`src/rtl/vga_wr_arbiter.sv`:
```
// rtl/vga_wr_arbiter.sv - round-robin two-requester framebuffer write arbiter with bounded bursts
// Optional per-requester beat counters are built when VGA_ARB_STATS_EN is defined.
module vga_wr_arbiter #(
  parameter int ADDR_W    = 19,
  parameter int DATA_W    = 16,
  parameter int MAX_BURST = 64,
  parameter int BURST_W   = 7
) (
  input  logic              clk,
  input  logic              rstn,
  input  logic              wr_en,
  input  logic              a_valid,
  output logic              a_ready,
  input  logic [ADDR_W-1:0] a_addr,
  input  logic [DATA_W-1:0] a_data,
  input  logic              b_valid,
  output logic              b_ready,
  input  logic [ADDR_W-1:0] b_addr,
  input  logic [DATA_W-1:0] b_data,
  output logic [ADDR_W-1:0] addr,
  output logic [DATA_W-1:0] dwrite,
  output logic              wr,
  output logic [1:0]        owner
`ifdef VGA_ARB_STATS_EN
  ,
  input  logic              stats_clr,
  output logic [15:0]       a_cnt,
  output logic [15:0]       b_cnt
`endif
);

  // Encoding doubles as the owner code, so owner is a straight flop output.
  typedef enum logic [1:0] {
    IDLE  = 2'b00,
    GNT_A = 2'b01,
    GNT_B = 2'b10
  } state_t;

  state_t             state;
  logic               last_b;
  logic [BURST_W-1:0] beat_cnt;
  logic               acc_a;
  logic               acc_b;
  logic [BURST_W-1:0] cnt_inc;
  logic               at_limit;

  assign a_ready  = wr_en & (state == GNT_A);
  assign b_ready  = wr_en & (state == GNT_B);
  assign acc_a    = a_valid & a_ready;
  assign acc_b    = b_valid & b_ready;
  assign cnt_inc  = beat_cnt + BURST_W'(1);
  assign at_limit = (cnt_inc == BURST_W'(MAX_BURST));
  assign owner    = state;

  always_ff @(posedge clk or negedge rstn) begin
    if (!rstn) begin
      state    <= IDLE;
      last_b   <= 1'b1;
      beat_cnt <= '0;
      addr     <= '0;
      dwrite   <= '0;
      wr       <= 1'b0;
    end else begin
      wr <= acc_a | acc_b;
      if (acc_a) begin
        addr   <= a_addr;
        dwrite <= a_data;
      end else if (acc_b) begin
        addr   <= b_addr;
        dwrite <= b_data;
      end

      if (wr_en) begin
        case (state)
          IDLE: begin
            if (a_valid && (!b_valid || last_b)) state <= GNT_A;
            else if (b_valid)                    state <= GNT_B;
          end
          GNT_A: begin
            if (!a_valid) begin
              beat_cnt <= '0;
              last_b   <= 1'b0;
              state    <= b_valid ? GNT_B : IDLE;
            end else if (at_limit) begin
              // Limit reached with no contender: keep the grant, restart the count.
              beat_cnt <= '0;
              if (b_valid) begin
                last_b <= 1'b0;
                state  <= GNT_B;
              end
            end else begin
              beat_cnt <= cnt_inc;
            end
          end
          GNT_B: begin
            if (!b_valid) begin
              beat_cnt <= '0;
              last_b   <= 1'b1;
              state    <= a_valid ? GNT_A : IDLE;
            end else if (at_limit) begin
              beat_cnt <= '0;
              if (a_valid) begin
                last_b <= 1'b1;
                state  <= GNT_A;
              end
            end else begin
              beat_cnt <= cnt_inc;
            end
          end
          default: begin
            state    <= IDLE;
            beat_cnt <= '0;
          end
        endcase
      end
    end
  end

`ifdef VGA_ARB_STATS_EN
  always_ff @(posedge clk or negedge rstn) begin
    if (!rstn) begin
      a_cnt <= '0;
      b_cnt <= '0;
    end else if (stats_clr) begin
      a_cnt <= '0;
      b_cnt <= '0;
    end else begin
      if (acc_a && a_cnt != 16'hFFFF) a_cnt <= a_cnt + 16'd1;
      if (acc_b && b_cnt != 16'hFFFF) b_cnt <= b_cnt + 16'd1;
    end
  end
`endif

endmodule

```
`config.mk`:
```
export PLATFORM = sky130hd
export DESIGN_NAME = vga_wr_arbiter
export DESIGN_NICKNAME = d
export VERILOG_FILES = /design/src/rtl/vga_wr_arbiter.sv
export SDC_FILE = /design/constraint.sdc
export NUM_CORES = 1
export LEC_CHECK = 0
export CAP_MARGIN = 5
export CORE_MARGIN = 3
export CORE_UTILIZATION = 37
export CTS_CLUSTER_DIAMETER = 40
export DETAILED_ROUTE_END_ITERATION = 10
export GPL_ROUTABILITY_DRIVEN = 0
export PLACE_DENSITY = 0.75
export SKIP_LAST_GASP = 1
export SYNTH_ARGS = -nofsm -noshare
export SYNTH_HDL_FRONTEND = slang
export SYNTH_SLANG_ARGS = --single-unit
```
`constraint.sdc`:
```
create_clock -name clk -period 1.9 [get_ports clk]
set_clock_uncertainty 0.1 [all_clocks]
set_input_delay 0.475 -clock clk [delete_from_list [all_inputs] [get_ports clk]]
set_output_delay 0.475 -clock clk [all_outputs]
set_load 0.02 [all_outputs]
```
==> summary.md, run 1 <==
| Metric | Value |
|---|---|
| Status | `finished, final reports clean` |
| Yosys top cell by area | `dfrtp_1` |
| Max stage delay on crit path | `approximately 0.43 ns` |
| Antenna-violating nets left | `0` |
| Rel. slew slack | `0.787` |
| Vias per cell | `4.87` |
| Core Rows | `28` |
| Drt total wl | `6.26 mm` |
| Via count | `around 2,200` |
| Max VDD drop | `between 600 and 700 uV` |
| Die height | `roughly 86 um` |
| Number of hold buffers added after CTS | `0` |
| Die W | `85.9 um` |
| I/O Pins | `roughly 120` |
| Final setup fails | `0` |
| Crit share post-route | `0.994` |
| Hold Fails Final Rpt | `0` |
| Critical path class | `flip-flop to output pin` |
| Avg Inst Size Synth | `slightly below 10 um2` |
| CTS tree | `done` |
| Largest delay contributor family on the critical path | `buffers and inverters` |
| Worst Reg-to-Reg Cells | `5` |
| Area of the multi-input gates | `~0.0012 mm2` |
| Sequential share of power | `0.332` |
| Final worst slack | `0.0112 ns` |
| Share of the synthesized area in the top cell type | `0.477` |
| Unique masters post-synth | `32` |
| Critical path's slowest cell | `dfrtp_2` |
| Final Non-Filler Cells | `roughly 460` |
| Root buf cell | `clkbuf_8` |
| Sw Share | `0.377` |
| Area Overhead vs Synth | `68.1%` |
| Core box area | `approximately 0.0061 mm2` |
| Diodes inserted | `0` |
| Max FO, Critical Path | `4` |
| Net switching power | `1.77 mW` |
| Cells after DPL | `approximately 450` |
| Post-Syn Area | `around 0.0024 mm2` |
| Max-cap violations | `0` |
| Post-route cell area | `roughly 0.0040 mm2` |
| Crit start category | `flip-flop` |
| Warnings from Yosys | `0` |
| Tightest Pin Transition | `approximately 0.32 ns` |
| Most common cell after layout, fill and taps aside | `clkdlybuf4s50_1` |
| Residual DRC | `0` |
| Top cell by count, worst path | `buf_4` |
| Number of global-route vias before repair | `2,228` |
| DR pass1 iterations | `4` |
| Combinational Power Share | `0.536` |
| Setup crit end kind | `output pin` |
| Main area contributors after synthesis | `dfrtp_1 (48%), mux2i_1 (15%), o21ai_0 (10%), nand2_1 (7.6%), ha_1 (2.7%)` |
| Commonest cells after routing, fill and taps aside | `clkdlybuf4s50_1 (108), nand2_1 (46), dfrtp_1 (44), o21ai_0 (43), mux2i_1 (36)` |
| Filler instances | `approximately 530` |
| Pwr dens | `1190 mW/mm2` |
| R2r startpoint | `beat_cnt[3]` |
| Worst skew pair latency | `a little under 0.3 ns` |
| Sequential area share after synthesis | `0.488` |
| H-tree levels | `2` |
| Gr usage total | `0.166` |
| Max Buffers Root-to-Sink | `2` |
| Post-Syn Nets | `324` |
| Final #Nets | `~460` |
| Hold Path Class | `input pin to async pin` |
| FF-to-FF End | `last_b` |
| Detailed placer's ending HPWL | `about 4.8 mm` |
| Total die area | `about 0.0074 mm2` |
| Clk slew on worst S/H paths | `around 0.09 ns` |
| Clock power frac | `0.131` |
| Dpl cell area | `~0.0038 mm2` |
| Fmax | `~530 MHz` |
| Pin count of the biggest net entering global routing | `47` |
| Slew Viols, Final | `0` |
| Cells after Synth | `between 200 and 250` |
| Dpl ws | `-0.416 ns` |
| Hold WS | `between 0.04 and 0.05 ns` |
| Initial cell density of the core | `0.389` |
| Share of post-route cells with drive strength above 1 | `0.147` |
| Buf/Inv on CP | `3` |
| Sink Count | `46` |
| First-pass GRT wire length | `9.90 mm` |
| Leak | `between 1.5 and 2 nW` |
| Initial drt markers | `89` |
| Number of antenna violations at the first check in global routing | `0` |
| Final core occ | `0.655` |
| Cts bufs inserted | `5` |
| Register Area | `between 0.001 and 0.0015 mm2` |
| R2R Setup Slk | `0.08 ns` |
| RSZ-0062 raised after global routing | `true` |
| Min cycle time layout | `1.89 ns` |
| Critical Path RT | `1.32 ns` |
| Number of buffers added on ports | `114` |
| FF+latch count, synth | `between 40 and 50` |
| Gr ovfl total | `0` |
| Wire per inst | `roughly 14 um` |
| CP Cell Sequence | `buf_4, buf_4, dlygate4sd2_1` |
| CP arrival | `approximately 1.3 ns` |
| Int Power | `2.93 mW` |
[power by group through the flow]
stage	clock, mW	sequential (mW)	combinational [mW]
4_1_cts	0.638	1.57	2.46
3_3_place_gp	0	1.56	2.41
5_1_grt	0.678	1.62	2.73
6_report	0.618	1.56	2.52
3_5_place_dp	0	1.59	2.47
2_1_floorplan	0	2.02	0.698
[synth_stat cells]
cell,n
clkbuf_1,11
o31ai_1,1
o41ai_2,1
or4b_4,1
or2_2,1
inv_1,3
and2_1,4
nor3_1,2
o41ai_1,1
nand2_1,48
nor2_1,4
dfstp_2,1
nand2b_1,2
a31oi_1,2
nand4b_1,1
dfrtp_1,45
o21ai_1,1
nand4_1,2
a22o_1,2
a21oi_1,3
buf_2,3
nor2b_1,2
nand3_1,5
o21ai_2,1
o21bai_1,2
nand3b_1,1
a22oi_1,2
mux2_2,1
ha_1,5
mux2i_1,36
nor3_2,1
o21ai_0,49
[cell type report]
class	instances	area share
Timing Repair Buffer	144	0.365
Multi-Input combinational cell	181	0.294
Sequential cell	46	0.291
Tap cell	75	0.0237
Clock buffer	6	0.0208
Clock inverter	2	0.00315
Inverter	3	0.00284
[kinds of logic (layout without fill, tap and decap cells)]
logic type,count (synthesis),after routing,share of synthesized area
multiplexers,37,37,0.157
AND/OR/NAND/NOR,74,74,0.144
flip-flops,46,46,0.488
adder cells (fa/ha/maj),5,5,0.0265
buffers and inverters,17,155,0.0286
AO/OA/AOI/OAI,65,65,0.155
[sequential cells by signal, summed over array words and instances (netlist names)]
register  count
owner         2
addr         19
dwrite       16
last_b        1
wr            1
beat_cnt      7
[stage by stage]
step	setup TNS, ns	total power [mW]
global route	-0.0752	5.03
floorplan	0	2.72
global placement	-3.58	3.97
detailed placement	-4.88	4.05
finish	0	4.70
CTS	-0.0963	4.66
[worst max-delay path by stage]
stage,depth (start not counted),slack (ns),endpoint,start
floorplan,7,0.0003,owner[1],owner[0]
global placement,3,-0.44,b_ready,wr_en
detailed placement,3,-0.42,b_ready,wr_en
CTS,4,-0.1,b_ready,owner[0]
global route,4,-0.03,b_ready,owner[0]
finish,3,0.01,owner[1],owner[1]
[layer usage]
metal / wire, um / up-vias / global-route usage
met5: 0 / - / 0
met4: 57 / 0 / 0.0388
met3: 517 / 4 / 0.0509
met2: 3140 / 82 / 0.301
met1: 2550 / 1011 / 0.190
li1: - / 1130 / -
[what timing repair did]
item,CTS,global route
setup buffers,0,1
gates cloned,0,2
pin swaps,3,5
setup endpoints to repair,6,40
resized for setup,11,16
hold endpoints to repair,0,0
Note: power is estimated with default switching activity, not from simulation.
==> inputs of run 2 (changes only) <==
--- a/config.mk
+++ b/config.mk
@@ -7,11 +7,12 @@
 export LEC_CHECK = 0
 export CAP_MARGIN = 5
 export CORE_MARGIN = 3
-export CORE_UTILIZATION = 37
+export CORE_UTILIZATION = 45
+export CTS_BUF_LIST = sky130_fd_sc_hd__clkbuf_4 sky130_fd_sc_hd__clkbuf_8
 export CTS_CLUSTER_DIAMETER = 40
 export DETAILED_ROUTE_END_ITERATION = 10
 export GPL_ROUTABILITY_DRIVEN = 0
-export PLACE_DENSITY = 0.75
+export PLACE_DENSITY = 0.86
 export SKIP_LAST_GASP = 1
 export SYNTH_ARGS = -nofsm -noshare
 export SYNTH_HDL_FRONTEND = slang
==> constraint.sdc (replaced) <==
create_clock -name clk -period 2.25 [get_ports clk]
set_clock_uncertainty 0.1 [all_clocks]
set_input_delay 0.5625 -clock clk [delete_from_list [all_inputs] [get_ports clk]]
set_output_delay 0.5625 -clock clk [all_outputs]
set_load 0.02 [all_outputs]
==> run 2 against run 1 <==
  * Global-route usage is 5.1 points higher
  * Register-to-register slack better by 0.09 ns
  * Wire length rose by 1.8%
  * Largest power group unchanged
  * Highest routed layer unchanged
  * Final cell count is 4.4% lower
  * Sequential power is 15% lower
  * Largest cell class unchanged
  * Critical path type is now input pin to output pin
  * Via count is 1.7% higher
  * Non-clock buffer count decreased by 12
  * Die area down 17%
==> summary.md, run 2 (same netlist as run 1, synthesis figures left out) <==
| Metric | Value |
|---|---|
| Largest regs | `addr (19), dwrite (16), beat_cnt (7) (unchanged)` |
| Core box area | `0.00488 mm2 (was 0.00606 mm2)` |
| Cts bufs inserted | `5 (unchanged)` |
| Share of post-route cells with drive strength above 1 | `0.0973 (was 0.147)` |
| CP Cell Sequence | `clkdlybuf4s50_1, and2_1, dlygate4sd2_1 (was buf_4, buf_4, dlygate4sd2_1)` |
| Core Rows | `25 (was 28)` |
| Gr ovfl total | `0 (unchanged)` |
| H-tree levels | `2 (unchanged)` |
| Final worst slack | `0.0291 ns (was 0.0112 ns)` |
| Dpl ws | `-0.240 ns (was -0.416 ns)` |
| Combinational Power Share | `0.526 (was 0.536)` |
| Clk slew on worst S/H paths | `0.08 ns (was 0.09 ns)` |
| Residual DRC | `0 (unchanged)` |
| Hold Fails Final Rpt | `0 (unchanged)` |
| Min cycle time layout | `about 2.2 ns` |
| PostCTS Resize Cnt | `2 (was 11)` |
| Crit start category | `input pin (was flip-flop)` |
| Setup crit end kind | `output pin (unchanged)` |
| First-pass GRT wire length | `10.5 mm (was 9.90 mm)` |
| Final Non-Filler Cells | `437 (was 457)` |
| Crit share post-route | `0.987` |
| Setup TNS | `0 ns (unchanged)` |
| Int Power | `2.39 mW (was 2.93 mW)` |
| Worst Reg-to-Reg Cells | `10 (was 5)` |
| Root buf cell | `clkbuf_8 (unchanged)` |
| Pwr dens | `1010 mW/mm2 (was 1190 mW/mm2)` |
| Area Overhead vs Synth | `61.7% (was 68.1%)` |
| CP arrival | `1.56 ns (was 1.31 ns)` |
| R2r startpoint | `owner[1] (was beat_cnt[3])` |
| Final setup fails | `0 (unchanged)` |
| Via count | `2,264 (was 2,227)` |
| Filler instances | `338 (was 527)` |
| Diodes inserted | `0 (unchanged)` |
| Worst skew pair latency | `0.29 ns (about the same)` |
| Commonest cells after routing, fill and taps aside | `clkdlybuf4s50_1 (111), o21ai_0 (49), nand2_1 (47), dfrtp_1 (45), mux2i_1 (36) (was clkdlybuf4s50_1 (108), nand2_1 (46), dfrtp_1 (44), o21ai_0 (43), mux2i_1 (36))` |
| Most common cell after layout, fill and taps aside | `clkdlybuf4s50_1 (unchanged)` |
| Biggest register | `addr (unchanged)` |
| Hold Path Class | `input pin to async pin (unchanged)` |
| Die height | `78.4 um (was 85.9 um)` |
| Crit. Startpoint | `wr_en (was owner[1])` |
| Critical path class | `input pin to output pin (was flip-flop to output pin)` |
| Detailed placer's ending HPWL | `5.04 mm (was 4.84 mm)` |
| Initial drt markers | `136 (was 89)` |
| Postcts setup bufs | `0 (unchanged)` |
| Max stage delay on crit path | `0.49 ns (was 0.43 ns)` |
| Number of antenna violations at the first check in global routing | `0 (unchanged)` |
| Dpl cell area | `0.00373 mm2 (was 0.00379 mm2)` |
| Gr usage total | `0.217 (was 0.166)` |
| Number of buffers added on ports | `114 (unchanged)` |
| Die W | `78.4 um (was 85.9 um)` |
| Max-cap violations | `0 (unchanged)` |
| Post-route cell area | `0.00382 mm2 (was 0.00397 mm2)` |
| Final #Nets | `449 (was 461)` |
| Pin count of the biggest net entering global routing | `47 (unchanged)` |
| Tightest Pin Transition | `0.568 ns (was 0.319 ns)` |
| Final core occ | `0.782 (was 0.655)` |
| CTS tree | `done (unchanged)` |
| Drt total wl | `6.37 mm (was 6.26 mm)` |
| Sink Count | `46 (unchanged)` |
| Wire per inst | `14.6 um (was 13.7 um)` |
| Cells after DPL | `429 (was 446)` |
| Total die area | `0.00615 mm2 (was 0.00737 mm2)` |
| Rel. slew slack | `0.621 (was 0.787)` |
| Status | `finished, final reports clean (unchanged)` |
| Critical path's slowest cell | `clkdlybuf4s50_1 (was dfrtp_2)` |
| Net switching power | `1.47 mW (was 1.77 mW)` |
| Max VDD drop | `600 uV (was 688 uV)` |
| RSZ-0062 raised after global routing | `false (was true)` |
| Number of global-route vias before repair | `2,333 (was 2,228)` |
| Sw Share | `0.381 (was 0.377)` |
| Initial cell density of the core | `0.484 (was 0.389)` |
| Vias per cell | `5.18 (was 4.87)` |
| Critical Path RT | `1.59 ns (was 1.32 ns)` |
| DR pass1 iterations | `4 (unchanged)` |
| Number of hold buffers added after CTS | `0 (unchanged)` |
| Max reg flops | `19 (unchanged)` |
| Max FO, Critical Path | `3 (was 4)` |
| Slew Viols, Final | `0 (unchanged)` |
| Sequential share of power | `0.344 (was 0.332)` |
| Antenna-violating nets left | `0 (unchanged)` |
| Leak | `1.86 nW (was 1.96 nW)` |
| Clock power frac | `0.130 (was 0.131)` |
| Fmax | `between 400 and 500 MHz` |
| Max Buffers Root-to-Sink | `2 (unchanged)` |
| I/O Pins | `115 (unchanged)` |
[run 2: cell count changes in the layout (fill, tap and decap cells not counted), moves of 2 or more]
| cell | previous run | this run |
|---|---|---|
| buf_4 | 23 | 13 |
| o21ai_0 | 43 | 49 |
| clkbuf_16 | 2 | 0 |
| ha_1 | 3 | 5 |
| nand2_4 | 2 | 0 |
| clkdlybuf4s50_1 | 108 | 111 |
| ha_2 | 2 | 0 |
| buf_6 | 2 | 0 |
| o21ai_1 | 7 | 1 |
[run 2: critical path: cells and delay by family]
family        cells  cell delay (ns)
buf+inv           2             0.83
simple gates      1             0.16
[run 2: cell type report]
cell class	count	area (um2)	share of cell area
multi-input cells	181	1150	0.301
inverters	3	11.3	0.00295
flip-flops and latches	46	1150	0.302
clock buffers	6	76.3	0.0200
clock inverters	2	13.8	0.00361
well taps	67	83.8	0.0220
repair buffers	132	1330	0.349
[run 2: worst paths after layout]
| kind | endpoint | slack (ns) |
|---|---|---|
| worst max-delay path | b_ready | 0.03 |
| worst min-delay path | addr[18] | 0.24 |
| worst max register to register | beat_cnt[3] | 0.17 |
| worst min register to register | addr[12] | 0.38 |
| max in group asynchronous | addr[16] | 1.42 |
| min in group clk | addr[12] | 0.38 |
[run 2: power groups by stage]
stage / combinational (mW) / clock [mW] / sequential [mW]
3_3_place_gp: 2.00 / 0 / 1.33
6_report: 2.03 / 0.500 / 1.33
3_5_place_dp: 2.06 / 0 / 1.34
5_1_grt: 2.21 / 0.546 / 1.37
4_1_cts: 2.06 / 0.511 / 1.33
2_1_floorplan: 0.585 / 0 / 1.71
[run 2: metal layers]
| metal | track usage | wire length, um | up-vias |
|---|---|---|---|
| met1 | 0.234 | 2380 | 1051 |
| met2 | 0.394 | 3350 | 96 |
| li1 | - | - | 1107 |
| met3 | 0.0734 | 543 | 10 |
| met5 | 0 | 0 | - |
| met4 | 0.0769 | 102 | 0 |
[run 2: per-stage QoR]
stage               hold slack [ns]  power [mW]
finish                        0.239        3.86
CTS                           0.267        3.90
detailed placement            0.369        3.40
global placement              0.360        3.33
floorplan                     0.167        2.29
global route                  0.285        4.13
